[src/rtl/prio_pkt_arb.sv]
// Two-source packet arbiter: source 0 has fixed priority, grants are held for a whole packet,
// and a starvation counter forces one source-1 packet after STARVE_LIM contended source-0 packets.
// Optional statistics counters are built when PRIO_PKT_ARB_STATS_EN is defined.
module prio_pkt_arb #(
    parameter int DATA_W     = -1,
    parameter int STARVE_LIM = 4,
    parameter int CNT_W      = 8,
    // Keeps port widths legal if the payload width is left at its unset default
    localparam int DW        = (DATA_W > 0) ? DATA_W : 1
) (
    input  logic          clk,
    input  logic          rst,
    input  logic          src0_val,
    input  logic [DW-1:0] src0_data,
    input  logic          src0_last,
    output logic          src0_rdy,
    input  logic          src1_val,
    input  logic [DW-1:0] src1_data,
    input  logic          src1_last,
    output logic          src1_rdy,
    output logic          dst_val,
    output logic [DW-1:0] dst_data,
    output logic          dst_last,
    input  logic          dst_rdy,
    output logic          dst_src
`ifdef PRIO_PKT_ARB_STATS_EN
    ,
    output logic [31:0]   stat_pkt0,
    output logic [31:0]   stat_pkt1,
    output logic [15:0]   stat_force
`endif
);

    typedef enum logic [1:0] {
        IDLE  = 2'd0,
        LOCK0 = 2'd1,
        LOCK1 = 2'd2
    } state_t;

    typedef struct packed {
        logic          val;
        logic [DW-1:0] data;
        logic          last;
    } flit_t;

    localparam logic [CNT_W-1:0] LIM = CNT_W'(STARVE_LIM);

    state_t           state, state_nxt;
    logic [CNT_W-1:0] starve_cnt;
    logic             force1;
    logic             gnt_vld;
    logic             gnt;
    logic             xfer;
    logic             first_xfer;
    flit_t            flit0, flit1, sel;

    assign flit0 = '{val: src0_val, data: src0_data, last: src0_last};
    assign flit1 = '{val: src1_val, data: src1_data, last: src1_last};

    assign force1 = src1_val && (starve_cnt == LIM);

    // Grant is recomputed every cycle in IDLE; a lock pins it until the last flit.
    always_comb begin
        gnt_vld = 1'b0;
        gnt     = 1'b0;
        unique case (state)
            IDLE: begin
                if (force1) begin
                    gnt_vld = 1'b1;
                    gnt     = 1'b1;
                end else if (src0_val) begin
                    gnt_vld = 1'b1;
                end else if (src1_val) begin
                    gnt_vld = 1'b1;
                    gnt     = 1'b1;
                end
            end
            LOCK0: gnt_vld = 1'b1;
            LOCK1: begin
                gnt_vld = 1'b1;
                gnt     = 1'b1;
            end
            default: ;
        endcase
    end

    // Output process: combinational datapath, source 0 shows through when ungranted
    always_comb begin
        sel      = gnt ? flit1 : flit0;
        dst_val  = gnt_vld & sel.val;
        dst_data = sel.data;
        dst_last = sel.last;
        dst_src  = gnt;
        src0_rdy = gnt_vld & ~gnt & dst_rdy;
        src1_rdy = gnt_vld &  gnt & dst_rdy;
    end

    assign xfer       = dst_val & dst_rdy;
    assign first_xfer = xfer && (state == IDLE);

    always_comb begin
        state_nxt = state;
        unique case (state)
            IDLE: begin
                if (xfer && !dst_last)
                    state_nxt = gnt ? LOCK1 : LOCK0;
            end
            LOCK0, LOCK1: begin
                if (xfer && dst_last)
                    state_nxt = IDLE;
            end
            default: state_nxt = IDLE;
        endcase
    end

    always_ff @(posedge clk or negedge rst) begin
        if (!rst)
            state <= IDLE;
        else
            state <= state_nxt;
    end

    // Counts contended source-0 packet starts; any other packet start clears it
    always_ff @(posedge clk or negedge rst) begin
        if (!rst) begin
            starve_cnt <= '0;
        end else if (first_xfer) begin
            if (gnt || !src1_val)
                starve_cnt <= '0;
            else if (starve_cnt != LIM)
                starve_cnt <= starve_cnt + 1'b1;
        end
    end

`ifdef PRIO_PKT_ARB_STATS_EN
    always_ff @(posedge clk or negedge rst) begin
        if (!rst) begin
            stat_pkt0  <= '0;
            stat_pkt1  <= '0;
            stat_force <= '0;
        end else begin
            if (xfer && dst_last && !gnt)
                stat_pkt0 <= stat_pkt0 + 32'd1;
            if (xfer && dst_last && gnt)
                stat_pkt1 <= stat_pkt1 + 32'd1;
            if (first_xfer && force1)
                stat_force <= stat_force + 16'd1;
        end
    end
`endif

endmodule

[config.mk]
export PLATFORM = sky130hd
export DESIGN_NAME = prio_pkt_arb
export DESIGN_NICKNAME = d
export VERILOG_FILES = /design/src/rtl/prio_pkt_arb.sv
export SDC_FILE = /design/constraint.sdc
export NUM_CORES = 1
export LEC_CHECK = 0
export CAP_MARGIN = 30
export CORE_MARGIN = 3
export CORE_UTILIZATION = 43
export CTS_CLUSTER_SIZE = 40
export DETAILED_ROUTE_END_ITERATION = 16
export GPL_ROUTABILITY_DRIVEN = 0
export MAX_ROUTING_LAYER = met4
export PLACE_DENSITY_LB_ADDON = 0.25
export REMOVE_ABC_BUFFERS = 1
export SLEW_MARGIN = 20
export SYNTH_ARGS = -nofsm -noshare
export SYNTH_HDL_FRONTEND = slang
export SYNTH_SLANG_ARGS = --single-unit
[constraint.sdc]
create_clock -name clk -period 2.75 [get_ports clk]
set_clock_uncertainty 0.05 [all_clocks]
set_input_delay 0.55 -clock clk [delete_from_list [all_inputs] [get_ports clk]]
set_output_delay 0.55 -clock clk [all_outputs]
set_load 0.02 [all_outputs]
## Word-level counts from Yosys, hierarchy flattened

Cells that the tools add are included.

| storage, ports and cells | value |
|---|---|
| register bits | 10 |
| output and inout port bits | 6 |

| cells by class | value |
|---|---|
| add/subtract/negate cells | 1 |
| equal/unequal tests | 6 |
| muxes and demuxes | 14 |
| bitwise gates (word level) | 7 |
| reduce and logical (&&, ||, !) cells | 12 |

Operators by type and width:

| cell | count |
|---|---|
| $mux W8 | 2 |
| $add A8 B1 Y8 const B | 1 |
| $eq A8 B3 Y1 const B | 1 |
| $ne A8 B3 Y1 const B | 1 |
| $and A1 B1 Y1 | 6 |
| $mux W2 | 3 |
| $mux W1 | 5 |
| $logic_and A1 B1 Y1 | 4 |
| $ne A2 B1 Y1 const B | 2 |
| $pmux W1 S2 | 2 |
| $pmux W2 S2 | 1 |
| $reduce_and A2 Y1 | 2 |
| $mux W3 | 1 |
| $eq A2 B1 Y1 const B | 1 |
| $eq A2 B2 Y1 const B | 1 |
| $logic_not A1 Y1 | 2 |
| $logic_not A2 Y1 | 1 |
| $reduce_bool A2 Y1 | 1 |
| $reduce_or A2 Y1 | 1 |
| $logic_or A1 B1 Y1 | 1 |
| $not A1 Y1 | 1 |

## Logic depth before layout (Yosys ltp)

Gate-level depths: netlist of the first run.

| depth | value |
|---|---|
| word-level depth | 10 |
| depth in mapped cells | 8 |

## Worst setup path before layout of the first run

OpenSTA, ideal clock, no wires.

| timing | value |
|---|---|
| path kind | register to output |
| start point | register state[0] |
| end point | output port src0_rdy |
| data arrival time | 1.669 ns |
| required time | 2.150 ns |
| slack | 0.481 ns |
| stages on the path, launching flop included | 8 |
| cells stage by stage | dfrtp_1 -> inv_1 -> ha_1 -> clkbuf_8 -> a21oi_1 -> a21o_1 -> clkinv_2 -> nor2_1 |

| between the ends | value |
|---|---|
| longest elaborated chain between the ends | 5 |
| elaborated cells on any way between the ends | 9 |

RTL lines:

| item | RTL line | source |
|---|---|---|
| from (decl) | 48 | `state_t state, state_nxt;` |
| from (signal assigned) | 120 | `state <= state_nxt;` |
| $eq A2 B2 Y1 or $logic_not A2 Y1 (tied branches) | 66 | `unique case (state)` |
| $pmux W1 S2 (*) | 66 |  |
| named net dst_src | 25 | `output logic dst_src` |
| $not A1 Y1 (*) | 94 | `src0_rdy = gnt_vld & ~gnt & dst_rdy;` |
| $and A1 B1 Y1 (*) (2 in a row) | 94 |  |
| to (decl) | 16 | `output logic src0_rdy,` |

The timed path passes the listed nets; every way through them passes the cells marked *.

## Worst setup path after layout of the first run

| timing | value |
|---|---|
| start point | register state[0] |
| end point | output port src0_rdy |

| between the ends | value |
|---|---|
| longest elaborated chain between the ends | 5 |
| elaborated cells on any way between the ends | 9 |

RTL lines:

| item | RTL line |
|---|---|
| $eq A2 B1 Y1, or another cell as far along | 66 |
| $reduce_or A2 Y1 (no line) or $pmux W1 S2 (tied branches) | - |
| $pmux W1 S2 or $not A1 Y1 (tied branches) | 66, 94 |
| $and A1 B1 Y1 (*) (2 in a row) | 94 |

Every way passes the cells marked *; elsewhere a longest branch is shown, timed or not.

==> run_results.csv, run 1 <==
group,metric,value,unit
power,power.switching,442,uW
die,num_rows,15,
synth,synthDistinctLibCells,34,
power,clkPwrFrac,13.1,%
global_routing,grt_max_degree,11,
clock_network,htree_num_levels,1,
min_path,hold_path_depth,2,
cells_and_area,drive_above_1_share,23.2,%
timing,rsz0062_at_grt,"no",
worst_setup_path,critPathMaxFanout,6,
cells_and_area,area_growth,34.2,%
clock_network,clock_insertion_delay_worst_skew,270,ps
power,switching_share,44.0,%
clock_network,cts.sinks,10,
outcome,outcome,"completed",
die,start_util,46.5,%
die,die_area,0.00247,mm2
place,dp_cells,146,
global_routing,overflow,0,
clock_network,cts_root_buf,"clkbuf_4",
min_path,hold_path_class,"reg2reg",
global_routing,grtUsageTotal,16.7,%
cells_and_area,final_util,62.3,%
synth,synth_ff_type,"dfrtp_1",
synth,syn-instance-count,94,
timing,setup_tns,0,ps
worst_setup_path,critPathLaunchType,"flip-flop",
clock_network,cts_hold_buf,0,
worst_setup_path,rr_startpoint,"state[0]",
worst_setup_path,reg2reg_slack,430,ps
cells_and_area,nNetsFinal,140,
power,pwr-share-comb,64.2,%
power,p_leak,0.532,nW
global_routing,antenna_found_initial,0,
worst_setup_path,cp-end-kind,"output port",
drt,via_per_inst,5.11,
die,core-area,0.00176,mm2
job,cap_violations,0,
drt,ant_nets,0,
drt,drcViolationCount,0,
power,powerDensity,913,mW/mm2
cells_and_area,final_cells,150,
global_routing,grt_pass1_wl,3.13,mm
synth,synth_area,820,um2
worst_setup_path,worstSetupPathType,"reg2out",
min_path,hold_path_end,"starve_cnt[5]",
clock_network,cts_made_buffers,3,
synth,yosysTopAreaCellShare,30.5,%
power,peakVddDrop,0.000481,V
timing,worstMarginPinSlew,461,ps
synth,seq_area_frac_synth,30.5,%
power,pwr-share-seq,22.6,%
place,dpl.hpwl,1.50,mm
die,fp.dieW,49.7,um
synth,yosysTopAreaCell,"dfrtp_1",
drt,num_vias,766,
synth,synthTopCellsByArea,"dfrtp_1 31%, ha_1 7.6%, nand2_1 6.4%",
worst_setup_path,r2r_cells,9,
drt,drt_iter0_drc,11,
min_path,hp-start,"starve_cnt[5]",
cells_and_area,diodes,0,
worst_setup_path,crit_arrival,1990,ps
clock_network,cts_buffer_depth,2,
synth,synth-async-reset-ratio,100,%
die,boundaryPins,15,
global_routing,first_global_vias,757,
timing,slew_violations,0,
drt,wirelength,1.82,mm
synth,ys_seq_elements,10,
worst_setup_path,cp.required,2150,ps
synth,synth_edf_count,0,
worst_setup_path,rr_endpoint,"state[1]",
clock_network,cts.clk_slew.worst_paths,60,ps
timing,max-slew-margin-rel,69.2,%
synth,syn_area_per_cell,8.72,um2
drt,drt-wirelength-per-cell,12.1,um
power,p_int,562,uW
place,portBuffers,14,
timing,setup_viol,0,
timing,fmax,386,MHz
timing,finalCriticalPeriod,2590,ps
die,die-height,49.7,um
drt,drt_pass1_iterations,4,
timing,hold_viol_final,0,
clock_network,cts_tree,"yes",
timing,period_share,94.3,%
synth,synth_warnings,0,
==> metal layers <==
metal	share of wire (%)	global-route usage (%)	vias to the layer above
met4	0	4.15	0
li1	-	-	396
met3	3.9	5.44	0
met1	48	19.7	359
met5	0	-	-
met2	48	27.3	11
==> through the flow <==
step / worst slack, ps / area (um2) / hold WS [ps] / power [mW]
after detailed placement: -115 / 1080 / 525 / 0.913
final: 157 / 1100 / 542 / 1.00
after global placement: -56.7 / 1080 / 512 / 0.890
after floorplan: 531 / 795 / 204 / 0.617
after global routing: 5.46 / 1100 / 572 / 1.09
after CTS: 83.6 / 1110 / 544 / 1.02
==> registers in the layout, indices dropped and copies added (netlist names) <==
signal      count
starve_cnt      8
state           2
==> worst max-delay path by stage <==
stage / endpoint / from / slack, ps
floorplan: src0_rdy / state[0] / 530
global placement: src0_rdy / src0_val / -60
detailed placement: src0_rdy / src0_val / -120
CTS: dst_data / starve_cnt[0] / 80
global route: src1_rdy / starve_cnt[0] / 5
finish: src0_rdy / state[0] / 160
==> power by group through the flow <==
stage	registers (mW)	logic (mW)	clock network [mW]
global route	0.234	0.707	0.144
CTS	0.228	0.653	0.139
finish	0.228	0.645	0.132
detailed placement	0.231	0.682	0
floorplan	0.218	0.398	0
global placement	0.228	0.662	0
==> layout by cell type, fill, tap and decap left out, drive strengths merged, types with 2 or more instances in the layout <==
cell,netlist,routed
xor2,4,4
dlygate4sd2,0,4
nor2b,2,2
xnor2,2,2
a21o,2,2
o21ai,5,5
or3b,3,3
clkdlybuf4s50,0,8
nor2,9,9
nand2,14,14
nand3,5,5
nand4,3,3
o22ai,2,2
clkbuf,1,6
ha,5,5
o211ai,3,3
nor3,5,5
inv,5,5
o21a,2,2
dfrtp,10,10
a21oi,2,2
buf,1,15
==> worst max-delay path, cell delays in order, from the launching register on <==
cell and delay (ps):
dfrtp_1 410, inv_1 80, ha_1 280, a21oi_1 220, a21o_1 210, clkinv_2 90, nor2_1 90, dlygate4sd2_1 340
==> timing repair <==
| item | in CTS | in global routing |
|---|---|---|
| pin swaps | 0 | 0 |
| resized for setup | 6 | 4 |
| setup endpoints to repair | 6 | 2 |
| setup buffers | 0 | 0 |
==> synthesized netlist by cell type, drive strengths merged, types with 3 or more instances <==
cell and n:
inv 5, nor3 5, ha 5, dfrtp 10, nand2 14, or3b 3, nor2 9, nand4 3
xor2 4, o21ai 5, o211ai 3, nand3 5
==> kinds of logic after synthesis <==
group / Yosys count / synth area share [%]
adders and majority gates: 5 / 7.63
xor gates and xnor gates: 6 / 6.41
buffers and inverters: 8 / 5.95
and+or+nand+nor: 47 / 34.8
AOI/OAI and AO/OA: 18 / 14.7
DFF: 10 / 30.5
==> final cells by class <==
cell class / instances / area [um2]
clock buffers: 4 / 36.3
inverters: 6 / 23.8
flip-flops and latches: 10 / 250
multi-input cells: 76 / 520
fillers: 166 / 664
repair buffers: 29 / 238
well taps: 25 / 31.3
Power figures use the tool's default switching activity.
==> run 2: changes to the inputs <==
clock period = 3.3 ns   (was 2.75 ns; I/O delays follow)
==> run_results.csv, run 2 (synthesized netlist as in run 1, its figures left out) <==
group,metric,value,unit
die,die-height,49.7,um
timing,setup_tns,0,ps
power,finalPower,780,uW
global_routing,met3_usage,5.44,%
cells_and_area,nNetsFinal,127,
drt,via_per_inst,5.16,
clock_network,cts_root_buf,"clkbuf_4",
timing,setup_viol,0,
global_routing,grt_pass1_wl,2.95,mm
clock_network,cts_tree,"yes",
cells_and_area,final_cell_mix,"14 x nand2_1, 13 x clkdlybuf4s50_1, 10 x dfrtp_1, 9 x nor2_1",
cells_and_area,top_regs,"starve_cnt: 8 flops, state: 2 flops",
drt,drt-wirelength-per-cell,12.0,um
die,die_area,0.00247,mm2
global_routing,gr-usage-met1,21.6,%
worst_setup_path,cp-end-kind,"output port",
global_routing,use_met2,22.9,%
place,portBuffers,14,
worst_setup_path,crit_arrival,2420,ps
timing,period_share,95.0,%
global_routing,first_global_vias,677,
clock_network,htree_num_levels,1,
power,powerDensity,763,mW/mm2
power,pwr-share-seq,24.6,%
timing,rsz0062_at_grt,"no",
power,p_leak,0.470,nW
global_routing,antenna_found_initial,0,
cells_and_area,drive_above_1_share,13.4,%
power,peakVddDrop,0.000601,V
power,power.switching,345,uW
power,p_int,435,uW
global_routing,top_usage_layer,"met2",
cells_and_area,diodes,0,
clock_network,cts_hold_buf,0,
power,switching_share,44.3,%
global_routing,overflow,0,
cells_and_area,top_register,"starve_cnt",
place,post_dp_cell_area,981,um2
timing,fmax,319,MHz
worst_setup_path,critPathLaunchType,"input pin",
cells_and_area,layout_commonest_cell,"nand2_1",
clock_network,cts.sinks,10,
drt,drt_iter0_drc,15,
global_routing,grtUsageTotal,15.6,%
power,pwr-share-comb,61.7,%
outcome,outcome,"completed",
clock_network,cts_made_buffers,3,
die,num_rows,15,
timing,max-slew-margin-rel,69.4,%
worst_setup_path,worstSetupPathType,"in2out",
timing,hold_viol_final,0,
drt,drcViolationCount,0,
worst_setup_path,cp.required,2590,ps
timing,slew_violations,0,
cells_and_area,final_util,57.9,%
die,start_util,46.5,%
die,fp.dieW,49.7,um
global_routing,grt_max_degree,14,
cells_and_area,largest_reg_flops,8,
job,cap_violations,0,
clock_network,clock_insertion_delay_worst_skew,260,ps
timing,finalCriticalPeriod,3130,ps
drt,wirelength,1.65,mm
place,dpl.hpwl,1.33,mm
clock_network,cts_buffer_depth,2,
cells_and_area,area_growth,24.7,%
worst_setup_path,critPathMaxFanout,6,
clock_network,cts.clk_slew.worst_paths,60,ps
die,boundaryPins,15,
drt,ant_nets,0,
min_path,hold_path_class,"reg2reg",
timing,worstMarginPinSlew,459,ps
power,clkPwrFrac,13.7,%
drt,drt_pass1_iterations,4,
drt,num_vias,707,
cells_and_area,finalInstanceArea,0.00102,mm2
die,core-area,0.00176,mm2
==> run 2: changes by cell type in the layout (fill, tap and decap cells not counted) <==
cell	change
dlymetal6s2s_1	+1
dlygate4sd2_1	-4
ha_1	-1
ha_2	+1
buf_4	-13
clkdlybuf4s50_1	+5
clkbuf_2	-2
==> run 2: what timing repair did <==
| action | CTS | global route |
|---|---|---|
| buffers inserted | 0 | 0 |
| endpoints found under the setup margin | 0 | 1 |
| resized for setup | 0 | 2 |
==> run 2: power groups by stage <==
stage | sequential (mW) | combinational (mW) | clock [mW]
3_5_place_dp | 0.194 | 0.477 | 0
4_1_cts | 0.192 | 0.480 | 0.111
3_3_place_gp | 0.192 | 0.472 | 0
5_1_grt | 0.197 | 0.541 | 0.119
6_report | 0.192 | 0.481 | 0.107
2_1_floorplan | 0.182 | 0.332 | 0
==> run 2: path summary, 6_finish.rpt <==
path                          startpoint             to  slack (ps)  cells past startpoint
setup / recovery                src0_val       dst_data         170                      7
hold / removal             starve_cnt[0]  starve_cnt[0]         540                      2
setup reg to reg                state[0]       state[1]        1220                      8
hold reg to reg            starve_cnt[0]  starve_cnt[0]         540                      2
max in group asynchronous            rst  starve_cnt[0]        2230                      1
min in group asynchronous            rst  starve_cnt[7]         660                      1
==> run 2: layout make-up <==
type	instances	area (um2)
clock buffers	4	36.3
fillers	175	742
inverters	6	23.8
well taps	25	31.3
multi-input cells	76	523
flip-flops and latches	10	250
repair buffers	16	158
==> run 2: worst max-delay path, cell delays in order <==
cell	delay [ps]
clkdlybuf4s50_1	540
nor2b_2	180
a21o_1	240
clkinv_2	130
nand2_1	80
nand2_1	50
clkdlybuf4s50_1	530
==> run 2: stage by stage <==
stage,std cells,hold slack [ps],setup slack (ps)
6_report,137,536,166
5_1_grt,137,596,75.7
4_1_cts,137,531,103
3_5_place_dp,133,513,110
3_3_place_gp,133,513,181
2_1_floorplan,92,314,971
==> run 2: layer usage <==
| metal | vias up | share of wire [%] |
|---|---|---|
| met2 | 10 | 45 |
| li1 | 370 | - |
| met4 | 0 | 0 |
| met5 | - | 0 |
| met3 | 0 | 3.9 |
| met1 | 327 | 51 |
==> RTL change (settings of run 1) <==
Change the parameter `CNT_W` from 8 to 10.
--- a/src/rtl/prio_pkt_arb.sv
+++ b/src/rtl/prio_pkt_arb.sv
@@ -6,3 +6,3 @@
     parameter int STARVE_LIM = 4,
-    parameter int CNT_W      = 8,
+    parameter int CNT_W      = 10,
     // Keeps port widths legal if the payload width is left at its unset default
Formal check against the unedited RTL: same outputs for any inputs over 10 cycles, from zero or initial values and one cycle with rst low; that may be too few to reach the edited logic, so the function may still have changed.
==> RTL change against run 1 <==
  * The flow now finishes with violations (setup timing)
  * Total power up 6.2%
  * Worst setup slack got worse by 0.18 ns
  * Final area up 17%
  * Critical path type unchanged
  * Synthesized area rose by 15%
  * Critical path depth down 1
  * Register-to-register slack got worse by 0.13 ns
  * Sequential cell count grew 2
  * Global-route usage up 2.7 points
  * Sequential power is 7% higher
  * Count of clock-buffer cells in the layout is 1 lower
  * Wire length rose by 24%
  * Non-clock buffer count up 7
  * Highest routed layer is now met4
==> RTL change: results (changes against run 1) <==
- CP delay by family, top: simple AND/OR/NAND/NOR gates (was buffers and inverters)
- Number of fillers in the final layout: 178 (was 166)
- Number of global-route vias before repair: 932 (was 757)
- Crit path max fanout: 2 (was 6)
- Critical R2R Launch: starve_cnt[5]$_DFFE_PN0P_ (was state[0]$_DFFE_PN0P_)
- Comb power: 722 uW (was 645 uW)
- Status: finished with violations (was complete, no violations)
- Logic pwr share: 0.677 (was 0.642)
- Drt initial violations: 6 (was 11)
- Share of layout cells above drive strength 1: 0.2857 (was 0.2320)
- Pleak: 0.0006016 uW (was 0.0005315 uW)
- R2R cell count: 7 (was 9)
- Max VDD drop: 0.4960 mV (was 0.4809 mV)
- Slew margin rel.: 0.5933 (was 0.6916)
- Final setup viols: 1 (was 0)
- Compound-Gate Fraction of Synth Area: 0.2029 (was 0.1466)
- WP data arrival: 2.17 ns (was 1.99 ns)
- Hold EP: starve_cnt[9]$_DFFE_PN0P_ (was starve_cnt[5]$_DFFE_PN0P_)
- Seq pwr: 245 uW (was 228 uW)
- Mux cell area share after synthesis: 0.01194 (was 0)
- Final setup TNS: -0.02035 ns (was 0 ns)
- Placed cell area: 1237 um^2 (was 1079 um^2)
- Post-DP HPWL: 1736 um (was 1499 um)
- Max incr delay on CP: 0.58 ns (was 0.41 ns)
- Global-route wire length before repair: 3843 um (was 3125 um)
- Failing checks: setup timing
- Worst Hold Launch: starve_cnt[9]$_DFFE_PN0P_ (was starve_cnt[5]$_DFFE_PN0P_)
- Via count: 904 (was 766)
- Post-Synth XOR/XNOR Area: 0.07427 (was 0.06412)
- All-Layer GR Usage: 0.1937 (was 0.1668)
- Setup crit end: dst_last (was src0_rdy)
- Placed cell count: 162 (was 146)
- Leading post-synthesis cells by cell area: dfrtp_1 (32%), ha_1 (6.6%), nor2_1 (5.6%), xnor2_1 (4.6%), a311oi_4 (2.8%) (was dfrtp_1 (31%), ha_1 (7.6%), nand2_1 (6.4%), xor2_1 (4.3%), nor2_1 (4.1%))
- Synth Instances: 104 (was 94)
- Final setup margin: -0.02035 ns (was 0.1574 ns)
- Synth unique cells: 37 (was 34)
- # Max-Cap Violations: 0 (unchanged)
- Synth cell count leaders: nor2_1 (14), dfrtp_1 (12), inv_1 (7), nand2_1 (7) (was nand2_1 (14), dfrtp_1 (10), nor2_1 (9))
- Largest net degree at the start of global routing: 13 (was 11)
- Drt via density: 5.413 (was 5.107)
- Worst r2r dst: starve_cnt[7]$_DFFE_PN0P_ (was state[1]$_DFFE_PN0P_)
## RTL change: cell count changes after synthesis, moves of 3 or more
cell,change
xnor2_1,+3
nor2_1,+5
or3b_1,-3
nand2_1,-7
## RTL change: what timing repair did
item,4_1_cts,5_1_grt
pin swaps,3,5
setup endpoints to repair,6,6
setup buffers,5,0
gates resized for setup,20,12
hold buffers,0,0
## RTL change: per-layer routing
metal	vias up	wire, um	track usage
li1	445	-	-
met1	429	958	0.2185
met2	24	1168	0.3388
met3	6	96	0.01709
met4	0	42	0.09787
met5	-	0	-
## RTL change: area by class of cell
cell class / instances / area [um^2] / area share
Timing Repair Buffer: 36 / 295.3 / 0.2287
Inverter: 7 / 26.28 / 0.02035
Sequential cell: 12 / 300.3 / 0.2326
Multi-Input combinational cell: 82 / 613.1 / 0.4748
Clock buffer: 3 / 22.52 / 0.01744
Tap cell: 27 / 33.78 / 0.02616
